===== config.mk =====
export PLATFORM = sky130hd
export DESIGN_NAME = banco_registradores
export DESIGN_NICKNAME = d
export VERILOG_FILES = /design/src/rtl/banco_registradores.sv
export SDC_FILE = /design/constraint.sdc
export NUM_CORES = 1
export LEC_CHECK = 0
export CAP_MARGIN = 10
export CELL_PAD_IN_SITES_DETAIL_PLACEMENT = 1
export CELL_PAD_IN_SITES_GLOBAL_PLACEMENT = 1
export CORE_ASPECT_RATIO = 1.1
export CORE_MARGIN = 1
export CORE_UTILIZATION = 45
export CTS_CLUSTER_DIAMETER = 120
export DETAILED_ROUTE_END_ITERATION = 16
export GPL_ROUTABILITY_DRIVEN = 0
export HOLD_SLACK_MARGIN = 0.1
export PLACE_DENSITY_LB_ADDON = 0.1
export SLEW_MARGIN = 10
export SYNTH_ARGS = -nofsm -noshare
export SYNTH_HDL_FRONTEND = slang
export SYNTH_SLANG_ARGS = --single-unit
export TNS_END_PERCENT = 1

===== constraint.sdc =====
create_clock -name clock -period 5.77 [get_ports clock]
set_input_delay 0.577 -clock clock [delete_from_list [all_inputs] [get_ports clock]]
set_output_delay 0.577 -clock clock [all_outputs]
set_load 0.03 [all_outputs]

===== src/rtl/banco_registradores.sv =====
// Parametrised register bank: one write-port operation per cycle (load, clear,
// inc, dec, shift, high-part insert) with carry, plus two registered read ports.
module banco_registradores #(
  parameter int WIDTH    = 16,
  parameter int IN_WIDTH = 8,
  parameter int NUM_REGS = 4,
  parameter int ADDR_W   = 2
) (
  input  logic                clock,
  input  logic                reset,
  input  logic [IN_WIDTH-1:0] valor,
  input  logic                habilita,
  input  logic [2:0]          operacao,
  input  logic [ADDR_W-1:0]   endereco_escrita,
  input  logic [ADDR_W-1:0]   endereco_leitura_a,
  input  logic [ADDR_W-1:0]   endereco_leitura_b,
  output logic [WIDTH-1:0]    saida_a,
  output logic [WIDTH-1:0]    saida_b,
  output logic                carry,
  output logic                erro
);

  localparam int DEPTH = 2 ** ADDR_W;

  localparam logic [2:0] OP_NOP       = 3'b000;
  localparam logic [2:0] OP_LOAD      = 3'b001;
  localparam logic [2:0] OP_CLEAR     = 3'b010;
  localparam logic [2:0] OP_INC       = 3'b011;
  localparam logic [2:0] OP_DEC       = 3'b100;
  localparam logic [2:0] OP_SHL       = 3'b101;
  localparam logic [2:0] OP_SHR       = 3'b110;
  localparam logic [2:0] OP_LOAD_HIGH = 3'b111;

  // Full address space views; addresses without a register read as 0.
  logic [WIDTH-1:0] cur_view  [DEPTH];
  logic [WIDTH-1:0] next_view [DEPTH];

  logic             in_range;
  logic             exec;
  logic [WIDTH-1:0] cur_value;
  logic [WIDTH-1:0] high_value;
  logic [WIDTH-1:0] wr_value;
  logic             carry_next;
  logic             carry_reg;
  logic             erro_reg;
  logic [WIDTH-1:0] saida_a_reg;
  logic [WIDTH-1:0] saida_b_reg;

  assign in_range  = {1'b0, endereco_escrita} < (ADDR_W + 1)'(NUM_REGS);
  assign exec      = habilita & in_range;
  assign cur_value = cur_view[endereco_escrita];

  generate
    if (IN_WIDTH == WIDTH) begin : g_high_full
      assign high_value = valor;
    end else begin : g_high_part
      assign high_value = {valor, cur_value[WIDTH-IN_WIDTH-1:0]};
    end
  endgenerate

  always_comb begin
    wr_value   = cur_value;
    carry_next = carry_reg;
    case (operacao)
      OP_NOP:       wr_value = cur_value;
      OP_LOAD:      wr_value = WIDTH'(valor);
      OP_CLEAR:     wr_value = '0;
      OP_INC: begin
        wr_value   = cur_value + WIDTH'(1);
        carry_next = &cur_value;
      end
      OP_DEC: begin
        wr_value   = cur_value - WIDTH'(1);
        carry_next = ~|cur_value;
      end
      OP_SHL: begin
        wr_value   = cur_value << 1;
        carry_next = cur_value[WIDTH-1];
      end
      OP_SHR: begin
        wr_value   = cur_value >> 1;
        carry_next = cur_value[0];
      end
      OP_LOAD_HIGH: wr_value = high_value;
      default:      wr_value = cur_value;
    endcase
    if (!exec) begin
      carry_next = carry_reg;
    end
  end

  genvar gi;
  generate
    for (gi = 0; gi < DEPTH; gi++) begin : g_slot
      if (gi < NUM_REGS) begin : g_reg
        logic [WIDTH-1:0] value_reg;
        logic             hit;

        assign hit           = exec && (endereco_escrita == ADDR_W'(gi));
        assign cur_view[gi]  = value_reg;
        assign next_view[gi] = hit ? wr_value : value_reg;

        always_ff @(posedge clock) begin
          if (!reset) begin
            value_reg <= '0;
          end else begin
            value_reg <= next_view[gi];
          end
        end
      end else begin : g_none
        assign cur_view[gi]  = '0;
        assign next_view[gi] = '0;
      end
    end
  endgenerate

  // Reads take the post-edge value, which gives write-through bypass for free.
  always_ff @(posedge clock) begin
    if (!reset) begin
      saida_a_reg <= '0;
      saida_b_reg <= '0;
      carry_reg   <= 1'b0;
      erro_reg    <= 1'b0;
    end else begin
      saida_a_reg <= next_view[endereco_leitura_a];
      saida_b_reg <= next_view[endereco_leitura_b];
      carry_reg   <= carry_next;
      erro_reg    <= habilita & ~in_range;
    end
  end

  assign saida_a = saida_a_reg;
  assign saida_b = saida_b_reg;
  assign carry   = carry_reg;
  assign erro    = erro_reg;

endmodule


==> implementation parameters, run 1 <==
Parameter                              Value

Power and ir drop
  Net switching power ... 526.4 µW
  Total power density per cell area ... 226.6 nW/µm²
  Relative contribution of combinational cells to total power ... 22.3%
  LEAKAGE ... 0.002697 µW
  Internal portion of total power ... 1164 µW
  Switch share ... 31.14%
  Maximum resistive drop on vdd ... 156.8 µV
  Clk pwr share ... 35.6%
  Sequential fraction of design power ... 42.1%

Yosys
  Number of enable-type register cells in the synthesized netlist ... 0
  Sequential cell area fraction in the yosys report ... 29.49%
  Cell area after synthesis ... 6584 µm²
  Number of flip-flops and latches in the synthesized netlist ... 97
  Number of warning messages in the yosys log ... 0
  Post-Syn Area per Cell ... 8.169 µm²
  Number of distinct library cell variants in the gate-level netlist after synthesis ... 82
  Gate Count Post-Synth ... 806
  Fraction of registers with async set or reset after synthesis ... 0%
  Dominant register cell in the synthesized netlist ... sky130_fd_sc_hd__dfxtp_1
  Synthesized net count ... 839

Detailed routing
  Starting DRT DRC Count ... 437
  Total via count in the routed design ... 6524
  Vias per inst ... 6.440
  Wire length per cell after detailed routing ... 23.26 µm
  Number of antenna-violating nets in the routed design ... 0
  Total wirelength of the detailed-routed design ... 23.57 mm
  1st-pass router iterations ... 4
  DRC Markers ... 0

Critical path
  Worst-path cell with the longest stage delay ... sky130_fd_sc_hd__clkdlybuf4s50_1
  Critical path's top delay family ... compound AO/OA/AOI/OAI gates
  Data arrival time of the critical path ... 5.08 ns
  Largest stage delay, worst path ... 0.69 ns
  Count of buffer and inverter cells on the critical path ... 2
  Most used cell, CP ... sky130_fd_sc_hd__a21oi_1
  Endpoint kind of the worst setup timing path ... register
  Type of the setup path with the least slack ... in2reg
  Critical path required time ... 6.04 ns
  Critical-path cell list ... clkdlybuf4s50_1 > buf_4 > mux4_2 > ha_1 > a21oi_1 > o21bai_1 > a21oi_1 > o21ai_0 > xor2_1 > a211oi_4 > nor2_1 > o32a_1 > o22ai_2
  Maximum fanout along the worst path ... 20
  Type of element launching the critical path ... input pin

Floorplanning
  Initial standard-cell utilization of the core ... 45.94%
  Standard cell core area ... 14330 µm²
  Chip height ... 128.9 µm
  Total I/O pin count ... 54
  FP Rows ... 46
  Die Outline Area ... 15120 µm²
  Die extent in x ... 117.3 µm

Clocking
  Clock tree from TritonCTS ... yes
  CTS Root Cell ... sky130_fd_sc_hd__clkbuf_16
  Post-cts gate resize count ... 0
  Clock buffers created by TritonCTS ... 9
  Worst-path clk slew ... 0.07 ns
  Num Clock Sinks ... 97
  CTS Hold Buffers Added ... 0
  Number of setup buffers added after CTS ... 0
  Clock Path Buffers ... 2
  Total number of H-tree levels ... 3
  Clock network latency to the later pin of the worst-skew pair ... 0.35 ns

Cells and area
  Fraction of layout instances using a drive strength above 1 ... 9.379%
  Antenna fix cells ... 0
  Number of flip-flops under the largest register name ... 64
  Post-synthesis to final-layout area growth ... 13.30%
  Final Net Count ... 850
  Filler cells ... 1727

Place
  Worst setup timing slack at the placement stage ... 0.6723 ns
  Port Buffer Count ... 52
  DPL Wire Length ... 16.81 mm

STA
  Peak Freq ... 0.2081 GHz
  Clock Skews ... 0.007425 ns
  Final Cycle Share ... 83.28%
  Tightest slew margin relative to the limit ... 22.82%
  Setup repair after global routing missed its margin ... no
  Final Setup Violations ... 0
  Transition at the pin with the smallest max-transition slack ... 1.149 ns
  Minimum setup slack in the final design ... 0.9648 ns
  Post-route minimum period ... 4.805 ns
  Final number of max-transition violations ... 0
  Setup tns final ... 0 ns
  Hold Violations, Final ... 0

Global route
  Number of global-route vias before repair ... 6680
  Wire length of the first global-routing pass ... 36.70 mm
  Pin count of the biggest net entering global routing ... 44
  GRT Residual Overflow ... 0
  Number of antenna violations at the first check in global routing ... 0
  GRT Overall Usage ... 31.10%

Outcome
  Run status ... complete, no violations

Min path
  Hold WC Path Type ... reg2reg

Job
  Count of maximum capacitance violations ... 0
path summary, 6_finish.rpt:
check | startpoint | to | slack, ns | cells past startpoint
setup / recovery | endereco_escrita[0] | saida_b[15] | 0.96 | 13
hold / removal | g_slot[1].g_reg.value_reg[12] | g_slot[1].g_reg.value_reg[12] | 0.51 | 2
setup reg to reg | g_slot[2].g_reg.value_reg[1] | saida_a[8] | 1.83 | 11
hold reg to reg | g_slot[1].g_reg.value_reg[12] | g_slot[1].g_reg.value_reg[12] | 0.51 | 2
layout by cell type (no fill, tap or decap), types with 5 or more instances in the layout:
cell                               n
sky130_fd_sc_hd__mux4_2           20
sky130_fd_sc_hd__mux2_2            5
sky130_fd_sc_hd__nand4_1           7
sky130_fd_sc_hd__buf_4            15
sky130_fd_sc_hd__nand2_1          84
sky130_fd_sc_hd__nor3_1           27
sky130_fd_sc_hd__o21a_1            7
sky130_fd_sc_hd__nand2b_1         10
sky130_fd_sc_hd__and2_1           22
sky130_fd_sc_hd__clkdlybuf4s50_1  52
sky130_fd_sc_hd__ha_1             13
sky130_fd_sc_hd__nor2_1           96
sky130_fd_sc_hd__o31ai_1           6
sky130_fd_sc_hd__nand3_1          23
sky130_fd_sc_hd__a21oi_1          45
sky130_fd_sc_hd__xor2_1            5
sky130_fd_sc_hd__dfxtp_1          97
sky130_fd_sc_hd__a22oi_1           8
sky130_fd_sc_hd__o22ai_1          23
sky130_fd_sc_hd__xnor2_1           8
sky130_fd_sc_hd__and3_1            9
sky130_fd_sc_hd__inv_1             9
sky130_fd_sc_hd__o21ai_0          46
sky130_fd_sc_hd__a221oi_1          5
sky130_fd_sc_hd__a31oi_1           6
sky130_fd_sc_hd__a211oi_1         10
sky130_fd_sc_hd__o32a_1            6
sky130_fd_sc_hd__clkbuf_16         9
sky130_fd_sc_hd__mux2i_1          44
sky130_fd_sc_hd__nor4_1            9
synthesized netlist by cell type (all sizes together) (12+ instances only):
library cell | count | area, µm²
dfxtp | 97 | 1942
nor2 | 96 | 360.4
nand2 | 84 | 315.3
a21oi | 49 | 260.3
clkbuf | 49 | 183.9
o21ai | 49 | 249.0
mux2i | 44 | 440.4
nor3 | 27 | 135.1
o22ai | 25 | 168.9
and2 | 23 | 143.9
nand3 | 23 | 115.1
mux4 | 22 | 503.0
buf | 18 | 98.85
ha | 13 | 162.7
a211oi | 12 | 107.6
tightest hold or removal path, stage by stage (launching register included):
cell	delay [ns]
sky130_fd_sc_hd__dfxtp_1	0.33
sky130_fd_sc_hd__nand2_1	0.06
sky130_fd_sc_hd__a21oi_1	0.06
metrics by stage:
step                      instance area, µm²  total power (µW)  hold WS [ns]  cells  util [%]
after floorplan                         6584             974.3        0.4446    806         -
after global placement                  7174              1083        0.4581    998     50.06
after detailed placement                7174              1095        0.4887    998     50.06
after CTS                               7460              1686        0.5029   1013     52.05
after global routing                    7460              1752        0.5315   1013     52.05
final                                   7460              1690        0.5063   1013     52.05
final cells by class:
class	count	area (µm²)	area share [%]
Sequential cell	97	1942	26.03
Timing Repair Buffer	67	633.1	8.487
Tap cell	192	240.2	3.220
Clock buffer	10	229.0	3.069
Inverter	12	45.04	0.6038
Clock inverter	5	56.30	0.7548
Multi-Input combinational cell	630	4314	57.83
power groups by stage:
stage / sequential [µW] / combinational, µW / clock [µW]
after floorplan: 744 / 230 / 0
after global placement: 724 / 359 / 0
after detailed placement: 726 / 368 / 0
after CTS: 711 / 371 / 603
after global routing: 713 / 401 / 637
final: 711 / 377 / 602
cells by family (layout without fill, tap and decap cells):
kind of cell | after synthesis | count (layout) | synth area share (%)
and+or+nand+nor | 305 | 305 | 21.72
muxes | 71 | 71 | 15.18
buffers and inverters | 79 | 94 | 4.979
other | 1 | 1 | 0.05696
AOI/OAI and AO/OA | 226 | 226 | 24.12
adders and majority gates | 13 | 13 | 2.471
DFF | 97 | 97 | 29.49
xor gates and xnor gates | 14 | 14 | 1.977
layer usage:
layer	global-route usage, %	share of wire, %	vias up
met5	0	0	-
met4	11.54	2.7	0
met3	4.255	5.2	55
met2	54.09	48	217
met1	39.36	44	3248
li1	-	-	3004
(Power assumes the default switching activity.)
==> inputs of run 2 (changes only) <==
CORE_UTILIZATION = 40   (was 45)
clock period = 4.14 ns   (was 5.77 ns; I/O delays follow)
==> implementation parameters, run 2 (synthesized netlist as in run 1, its figures left out) <==
Parameter                              Value

STA
  Setup repair after global routing missed its margin ... yes (was no)
  Clock Skews ... 0.01401 ns (was 0.007425 ns)
  Transition at the pin with the smallest max-transition slack ... 0.9918 ns (was 1.149 ns)
  Tightest slew margin relative to the limit ... 33.88% (was 22.82%)
  Final number of max-transition violations ... 0 (unchanged)
  Post-route minimum period ... 4.001 ns
  Final Cycle Share ... 96.63%
  Final Setup Violations ... 0 (unchanged)
  Hold Violations, Final ... 0 (unchanged)
  Peak Freq ... 0.2500 GHz

Outcome
  Run status ... complete, no violations (unchanged)

Clocking
  Total number of H-tree levels ... 3 (unchanged)
  Clock network latency to the later pin of the worst-skew pair ... 0.36 ns (was 0.35 ns)
  Clock buffers created by TritonCTS ... 9 (unchanged)
  Num Clock Sinks ... 97 (unchanged)
  CTS Root Cell ... sky130_fd_sc_hd__clkbuf_16 (unchanged)
  Clock tree from TritonCTS ... yes (unchanged)
  Worst-path clk slew ... 0.08 ns (was 0.07 ns)
  CTS Hold Buffers Added ... 0 (unchanged)
  Clock Path Buffers ... 2 (unchanged)

Cells and area
  Final Net Count ... 931 (was 850)
  Layout Cells excl Fill ... 1103 (was 1013)
  Filler cells ... 1896 (was 1727)
  Post-synthesis to final-layout area growth ... 23.60% (was 13.30%)
  Antenna fix cells ... 0 (unchanged)
  Most frequent standard cell in the layout excluding fill and tap cells ... sky130_fd_sc_hd__dfxtp_1 (unchanged)
  Fraction of layout instances using a drive strength above 1 ... 18.49% (was 9.379%)
  Number of flip-flops under the largest register name ... 64 (unchanged)
  Top library cells by usage in the layout, fill and taps aside ... 97 x sky130_fd_sc_hd__dfxtp_1, 96 x sky130_fd_sc_hd__nor2_1, 95 x sky130_fd_sc_hd__buf_4, 83 x sky130_fd_sc_hd__nand2_1, 52 x sky130_fd_sc_hd__clkdlybuf4s50_1 (was 97 x sky130_fd_sc_hd__dfxtp_1, 96 x sky130_fd_sc_hd__nor2_1, 84 x sky130_fd_sc_hd__nand2_1, 52 x sky130_fd_sc_hd__clkdlybuf4s50_1, 46 x sky130_fd_sc_hd__o21ai_0)
  Design Area, Final ... 8138 µm² (was 7460 µm²)

Critical path
  Data arrival time of the critical path ... 4.23 ns (was 5.08 ns)
  Depth of the worst register-to-register path ... 14 (was 11)
  Critical path required time ... 4.37 ns (was 6.04 ns)
  Type of element launching the critical path ... input pin (unchanged)
  Critical R2R Launch ... g_slot[3].g_reg.value_reg[3] (was g_slot[2].g_reg.value_reg[1])
  Setup slack of the worst register-to-register path ... 0.54 ns (was 1.83 ns)
  Endpoint of the most critical setup path ... saida_b[13] (was saida_b[15])
  Maximum fanout along the worst path ... 25 (was 20)
  Type of the setup path with the least slack ... in2reg (unchanged)
  Crit Reg-Reg Endpoint ... saida_b[14] (was saida_a[8])
  Endpoint kind of the worst setup timing path ... register (unchanged)
  Critical Path Start ... endereco_escrita[0] (unchanged)

Global route
  Global Route met3 Usage ... 3.831% (was 4.255%)
  GRT Overall Usage ... 30.19% (was 31.10%)
  GR met1 Demand/Resource ... 38.78% (was 39.36%)
  Wire length of the first global-routing pass ... 39.71 mm (was 36.70 mm)
  Number of antenna violations at the first check in global routing ... 0 (unchanged)
  GRT Residual Overflow ... 0 (unchanged)
  Number of global-route vias before repair ... 7179 (was 6680)
  Grt peak-use layer ... met2 (unchanged)
  Pin count of the biggest net entering global routing ... 46 (was 44)
  Met2 global-route usage ... 52.36% (was 54.09%)

Power and ir drop
  Sequential fraction of design power ... 41.2% (was 42.1%)
  Switch share ... 31.62% (was 31.14%)
  Relative contribution of combinational cells to total power ... 24.7% (was 22.3%)
  Clk pwr share ... 34.1% (was 35.6%)
  Net switching power ... 760.9 µW (was 526.4 µW)
  Total power after layout ... 2406 µW (was 1690 µW)
  Total power density per cell area ... 295.7 nW/µm² (was 226.6 nW/µm²)
  Maximum resistive drop on vdd ... 208.7 µV (was 156.8 µV)
  Internal portion of total power ... 1645 µW (was 1164 µW)
  LEAKAGE ... 0.003120 µW (was 0.002697 µW)

Floorplanning
  FP Rows ... 48 (was 46)
  Standard cell core area ... 15920 µm² (was 14330 µm²)
  Die Outline Area ... 16980 µm² (was 15120 µm²)
  Die extent in x ... 124.3 µm (was 117.3 µm)
  Chip height ... 136.6 µm (was 128.9 µm)
  Initial standard-cell utilization of the core ... 41.37% (was 45.94%)
  Total I/O pin count ... 54 (unchanged)

Job
  Count of maximum capacitance violations ... 0 (unchanged)

Detailed routing
  Vias per inst ... 6.301 (was 6.440)
  Number of antenna-violating nets in the routed design ... 0 (unchanged)
  Wire length per cell after detailed routing ... 23.26 µm (about the same)
  DRC Markers ... 0 (unchanged)
  1st-pass router iterations ... 5 (was 4)
  Total via count in the routed design ... 6950 (was 6524)
  Total wirelength of the detailed-routed design ... 25.65 mm (was 23.57 mm)
  Starting DRT DRC Count ... 493 (was 437)

Place
  Port Buffer Count ... 52 (unchanged)
  DPL Wire Length ... 18.75 mm (was 16.81 mm)
  Cell area after placement ... 7805 µm² (was 7174 µm²)
  Cell count after placement ... 1087 (was 998)

Min path
  Hold WC Path Type ... reg2reg (unchanged)
-- run 2: cell types whose count changed in the layout (fill, tap and decap cells not counted), sizes merged --
cell and change:
buf +81, bufinv -1, clkbuf +2
-- run 2: worst min-delay path by stage --
stage	start	end	slack [ns]	depth (start not counted)
after global placement	g_slot[2].g_reg.value_reg[12]	g_slot[2].g_reg.value_reg[12]	0.48	2
after CTS	g_slot[3].g_reg.value_reg[12]	g_slot[3].g_reg.value_reg[12]	0.50	2
after floorplan	g_slot[2].g_reg.value_reg[12]	g_slot[2].g_reg.value_reg[12]	0.44	2
after detailed placement	g_slot[3].g_reg.value_reg[12]	g_slot[3].g_reg.value_reg[12]	0.49	2
after global routing	g_slot[3].g_reg.value_reg[12]	g_slot[3].g_reg.value_reg[12]	0.52	2
final	g_slot[3].g_reg.value_reg[12]	g_slot[3].g_reg.value_reg[12]	0.50	2
-- run 2: power by group through the flow --
stage	clock (µW)	sequential, µW	combinational (µW)
2_1_floorplan	0	1040	321
3_3_place_gp	0	1010	562
3_5_place_dp	0	1010	579
4_1_cts	833	991	583
5_1_grt	864	994	632
6_report	820	991	595
-- run 2: cell type report --
| cell class | instances | area, µm² | area share [%] |
|---|---|---|---|
| Tap cell | 200 | 250.2 | 3.075 |
| Clock buffer | 12 | 256.5 | 3.152 |
| Inverter | 12 | 45.04 | 0.5535 |
| Clock inverter | 4 | 26.28 | 0.3229 |
| Sequential cell | 97 | 1942 | 23.86 |
| Multi-Input combinational cell | 630 | 4364 | 53.63 |
| Timing Repair Buffer | 148 | 1254 | 15.41 |
-- run 2: routing by layer --
metal | wire [µm] | vias to the layer above | share of wire (%)
met1 | 11120 | 3471 | 43
met2 | 12680 | 270 | 49
met5 | 0 | - | 0
met4 | 403 | 0 | 1.6
met3 | 1450 | 40 | 5.7
li1 | - | 3169 | -
-- run 2: critical path: stages --
cell and delay (ns):
sky130_fd_sc_hd__clkdlybuf4s50_1 0.55, sky130_fd_sc_hd__buf_4 0.17, sky130_fd_sc_hd__buf_12 0.20, sky130_fd_sc_hd__mux4_2 0.56
sky130_fd_sc_hd__buf_4 0.22, sky130_fd_sc_hd__nor4_2 0.33, sky130_fd_sc_hd__o21ai_1 0.14, sky130_fd_sc_hd__a32o_4 0.30
sky130_fd_sc_hd__buf_4 0.17, sky130_fd_sc_hd__and3_1 0.20, sky130_fd_sc_hd__o31ai_4 0.34, sky130_fd_sc_hd__o21ai_0 0.25
sky130_fd_sc_hd__a221o_1 0.37
-- run 2: what timing repair did --
| action | 4_1_cts | 5_1_grt |
|---|---|---|
| resized for setup | 0 | 11 |
| setup endpoints to repair | 0 | 12 |
| buffers inserted | 0 | 0 |
-- run 2: stage by stage --
stage | setup slack [ns] | hold WS, ns | util [%] | TNS, ns
after floorplan | 0.2718 | 0.4446 | - | 0
after global placement | -0.1342 | 0.4818 | 49.04 | -0.8913
after detailed placement | -0.2709 | 0.4886 | 49.04 | -3.552
after CTS | 0.05208 | 0.4999 | 50.82 | 0
after global routing | -0.01490 | 0.5215 | 51.13 | -0.01490
final | 0.1394 | 0.5016 | 51.13 | 0
==> inputs of run 3 (changes only) <==
CORE_UTILIZATION = 45   (was 40)
clock period = 3.8 ns   (was 4.14 ns; I/O delays follow)
==> implementation parameters, run 3 (synthesized netlist as in run 1, its figures left out) <==
Parameter                              Value

STA
  Final number of max-transition violations ... 0 (unchanged)
  Min Hold Slack ... 0.5031 ns (was 0.5016 ns)
  Final Setup Violations ... 0 (unchanged)
  Peak Freq ... 0.2667 GHz
  Post-route minimum period ... 3.749 ns
  Clock Skews ... 0.006686 ns (was 0.01401 ns)
  Tightest slew margin relative to the limit ... 33.49% (was 33.88%)
  Transition at the pin with the smallest max-transition slack ... 0.9977 ns (was 0.9918 ns)
  Final Cycle Share ... 98.66%
  Hold Violations, Final ... 0 (unchanged)
  Setup repair after global routing missed its margin ... yes (unchanged)

Detailed routing
  Total wirelength of the detailed-routed design ... 26.17 mm (was 25.65 mm)
  Total via count in the routed design ... 7131 (was 6950)
  1st-pass router iterations ... 5 (unchanged)
  Starting DRT DRC Count ... 671 (was 493)
  Number of antenna-violating nets in the routed design ... 0 (unchanged)
  DRC Markers ... 0 (unchanged)
  Wire length per cell after detailed routing ... 23.45 µm (was 23.26 µm)
  Vias per inst ... 6.390 (was 6.301)

Critical path
  Critical R2R Launch ... g_slot[0].g_reg.value_reg[1] (was g_slot[3].g_reg.value_reg[3])
  Endpoint kind of the worst setup timing path ... register (unchanged)
  Setup slack of the worst register-to-register path ... 0.24 ns (was 0.54 ns)
  Depth of the worst register-to-register path ... 12 (was 14)
  Critical path required time ... 4.04 ns (was 4.37 ns)
  Crit Reg-Reg Endpoint ... saida_a[10] (was saida_b[14])
  Data arrival time of the critical path ... 3.99 ns (was 4.23 ns)
  Type of element launching the critical path ... input pin (unchanged)
  Type of the setup path with the least slack ... in2reg (unchanged)
  Maximum fanout along the worst path ... 9 (was 25)

Clocking
  Worst-path clk slew ... 0.07 ns (was 0.08 ns)
  Clock tree from TritonCTS ... yes (unchanged)
  Clock buffers created by TritonCTS ... 9 (unchanged)
  Total number of H-tree levels ... 3 (unchanged)
  Clock Path Buffers ... 2 (unchanged)
  Clock network latency to the later pin of the worst-skew pair ... 0.35 ns (was 0.36 ns)
  Num Clock Sinks ... 97 (unchanged)
  CTS Root Cell ... sky130_fd_sc_hd__clkbuf_16 (unchanged)

Place
  DPL Wire Length ... 18.63 mm (was 18.75 mm)
  Cell count after placement ... 1097 (was 1087)
  Port Buffer Count ... 52 (unchanged)

Cells and area
  Filler cells ... 1693 (was 1896)
  Layout Cells excl Fill ... 1116 (was 1103)
  Reg area ... 1942 µm² (unchanged)
  Most frequent standard cell in the layout excluding fill and tap cells ... sky130_fd_sc_hd__buf_4 (was sky130_fd_sc_hd__dfxtp_1)
  Final Net Count ... 952 (was 931)
  Antenna fix cells ... 0 (unchanged)
  Fraction of layout instances using a drive strength above 1 ... 21.75% (was 18.49%)
  Core Util, Final ... 58.67% (was 51.13%)
  Number of flip-flops under the largest register name ... 64 (unchanged)
  Top library cells by usage in the layout, fill and taps aside ... 114 x sky130_fd_sc_hd__buf_4, 97 x sky130_fd_sc_hd__dfxtp_1, 96 x sky130_fd_sc_hd__nor2_1, 83 x sky130_fd_sc_hd__nand2_1, 51 x sky130_fd_sc_hd__clkdlybuf4s50_1 (was 97 x sky130_fd_sc_hd__dfxtp_1, 96 x sky130_fd_sc_hd__nor2_1, 95 x sky130_fd_sc_hd__buf_4, 83 x sky130_fd_sc_hd__nand2_1, 52 x sky130_fd_sc_hd__clkdlybuf4s50_1)
  Area occupied by multi-input gates ... 4489 µm² (was 4364 µm²)
  Post-synthesis to final-layout area growth ... 27.71% (was 23.60%)

Global route
  Number of antenna violations at the first check in global routing ... 0 (unchanged)
  GRT Residual Overflow ... 0 (unchanged)
  Pin count of the biggest net entering global routing ... 45 (was 46)
  Wire length of the first global-routing pass ... 41.26 mm (was 39.71 mm)
  GRT Overall Usage ... 35.02% (was 30.19%)
  Number of global-route vias before repair ... 7572 (was 7179)

Floorplanning
  Total I/O pin count ... 54 (unchanged)
  Die Outline Area ... 15120 µm² (was 16980 µm²)
  FP Rows ... 46 (was 48)
  Die extent in x ... 117.3 µm (was 124.3 µm)
  Standard cell core area ... 14330 µm² (was 15920 µm²)
  Initial standard-cell utilization of the core ... 45.94% (was 41.37%)
  Chip height ... 128.9 µm (was 136.6 µm)

Job
  Count of maximum capacitance violations ... 0 (unchanged)

Power and ir drop
  Total power density per cell area ... 314.0 nW/µm² (was 295.7 nW/µm²)
  Maximum resistive drop on vdd ... 214.2 µV (was 208.7 µV)
  LEAKAGE ... 0.003221 µW (was 0.003120 µW)

Min path
  Number of cells traversed by the worst hold path ... 2 (unchanged)
  Endpoint of the worst hold-timing path ... g_slot[1].g_reg.value_reg[12] (was g_slot[3].g_reg.value_reg[12])
  Hold WC Path Type ... reg2reg (unchanged)
  Hold wc startpoint ... g_slot[1].g_reg.value_reg[12] (was g_slot[3].g_reg.value_reg[12])

Outcome
  Run status ... complete, no violations (unchanged)
[run 3: how the worst max path moves through the flow]
stage                             start          end  slack, ns  depth (start not counted)
finish              endereco_escrita[1]  saida_a[13]       0.05                         14
global route        endereco_escrita[1]  saida_a[13]      -0.03                         14
CTS                         operacao[2]  saida_a[13]       0.07                         15
detailed placement  endereco_escrita[0]  saida_a[10]      -0.59                         13
global placement    endereco_escrita[0]  saida_b[15]      -0.52                         14
floorplan           endereco_escrita[0]  saida_a[13]       0.05                         14
[run 3: timing repair]
| item | in CTS | in global routing |
|---|---|---|
| pin swaps | 3 | 1 |
| endpoints found under the setup margin | 19 | 18 |
| resized for setup | 23 | 11 |
| buffers inserted | 2 | 1 |
| hold buffers | 0 | 0 |
[run 3: final cells by class]
| class | instances | share of cell area, % |
|---|---|---|
| Tap cell | 192 | 2.857 |
| Clock buffer | 11 | 2.768 |
| Sequential cell | 97 | 23.10 |
| Inverter | 12 | 0.5506 |
| Multi-Input combinational cell | 630 | 53.39 |
| Clock inverter | 5 | 0.4762 |
| Timing Repair Buffer | 169 | 16.86 |
[run 3: where the power goes]
part | internal (µW) | switching (µW) | total [µW]
registers | 1060 | 23.1 | 1080
clock network | 449 | 425 | 874
logic | 276 | 410 | 686
total | 1780 | 858 | 2640
[run 3: per-layer routing]
metal / routed length (µm) / GRT usage [%] / vias to the layer above / part of all wire [%]
li1: - / - / 3211 / -
met5: 0 / 0 / - / 0
met2: 12880 / 60.60 / 282 / 49
met4: 904 / 15.66 / 0 / 3.5
met3: 1472 / 5.009 / 69 / 5.6
met1: 10920 / 43.49 / 3569 / 42
[run 3: through the flow]
stage | setup WS (ns) | power [µW] | setup TNS [ns] | instance area (µm²)
5_1_grt | -0.02623 | 2734 | -0.04600 | 8408
3_3_place_gp | -0.5234 | 1720 | -11.42 | 7931
6_report | 0.05087 | 2640 | 0 | 8408
3_5_place_dp | -0.5928 | 1745 | -17.77 | 7931
2_1_floorplan | 0.05224 | 1480 | 0 | 6586
4_1_cts | 0.07182 | 2613 | 0 | 8361
[run 3: worst max-delay path: stages]
cell	delay, ns
sky130_fd_sc_hd__clkdlybuf4s50_1	0.58
sky130_fd_sc_hd__buf_6	0.20
sky130_fd_sc_hd__mux4_2	0.37
sky130_fd_sc_hd__ha_1	0.39
sky130_fd_sc_hd__a21oi_1	0.13
sky130_fd_sc_hd__nor4_1	0.21
sky130_fd_sc_hd__a31oi_1	0.09
sky130_fd_sc_hd__a32o_4	0.30
sky130_fd_sc_hd__buf_4	0.17
sky130_fd_sc_hd__and3_1	0.20
sky130_fd_sc_hd__o31ai_4	0.36
sky130_fd_sc_hd__o21a_1	0.23
sky130_fd_sc_hd__o22ai_1	0.10
sky130_fd_sc_hd__a221o_1	0.28
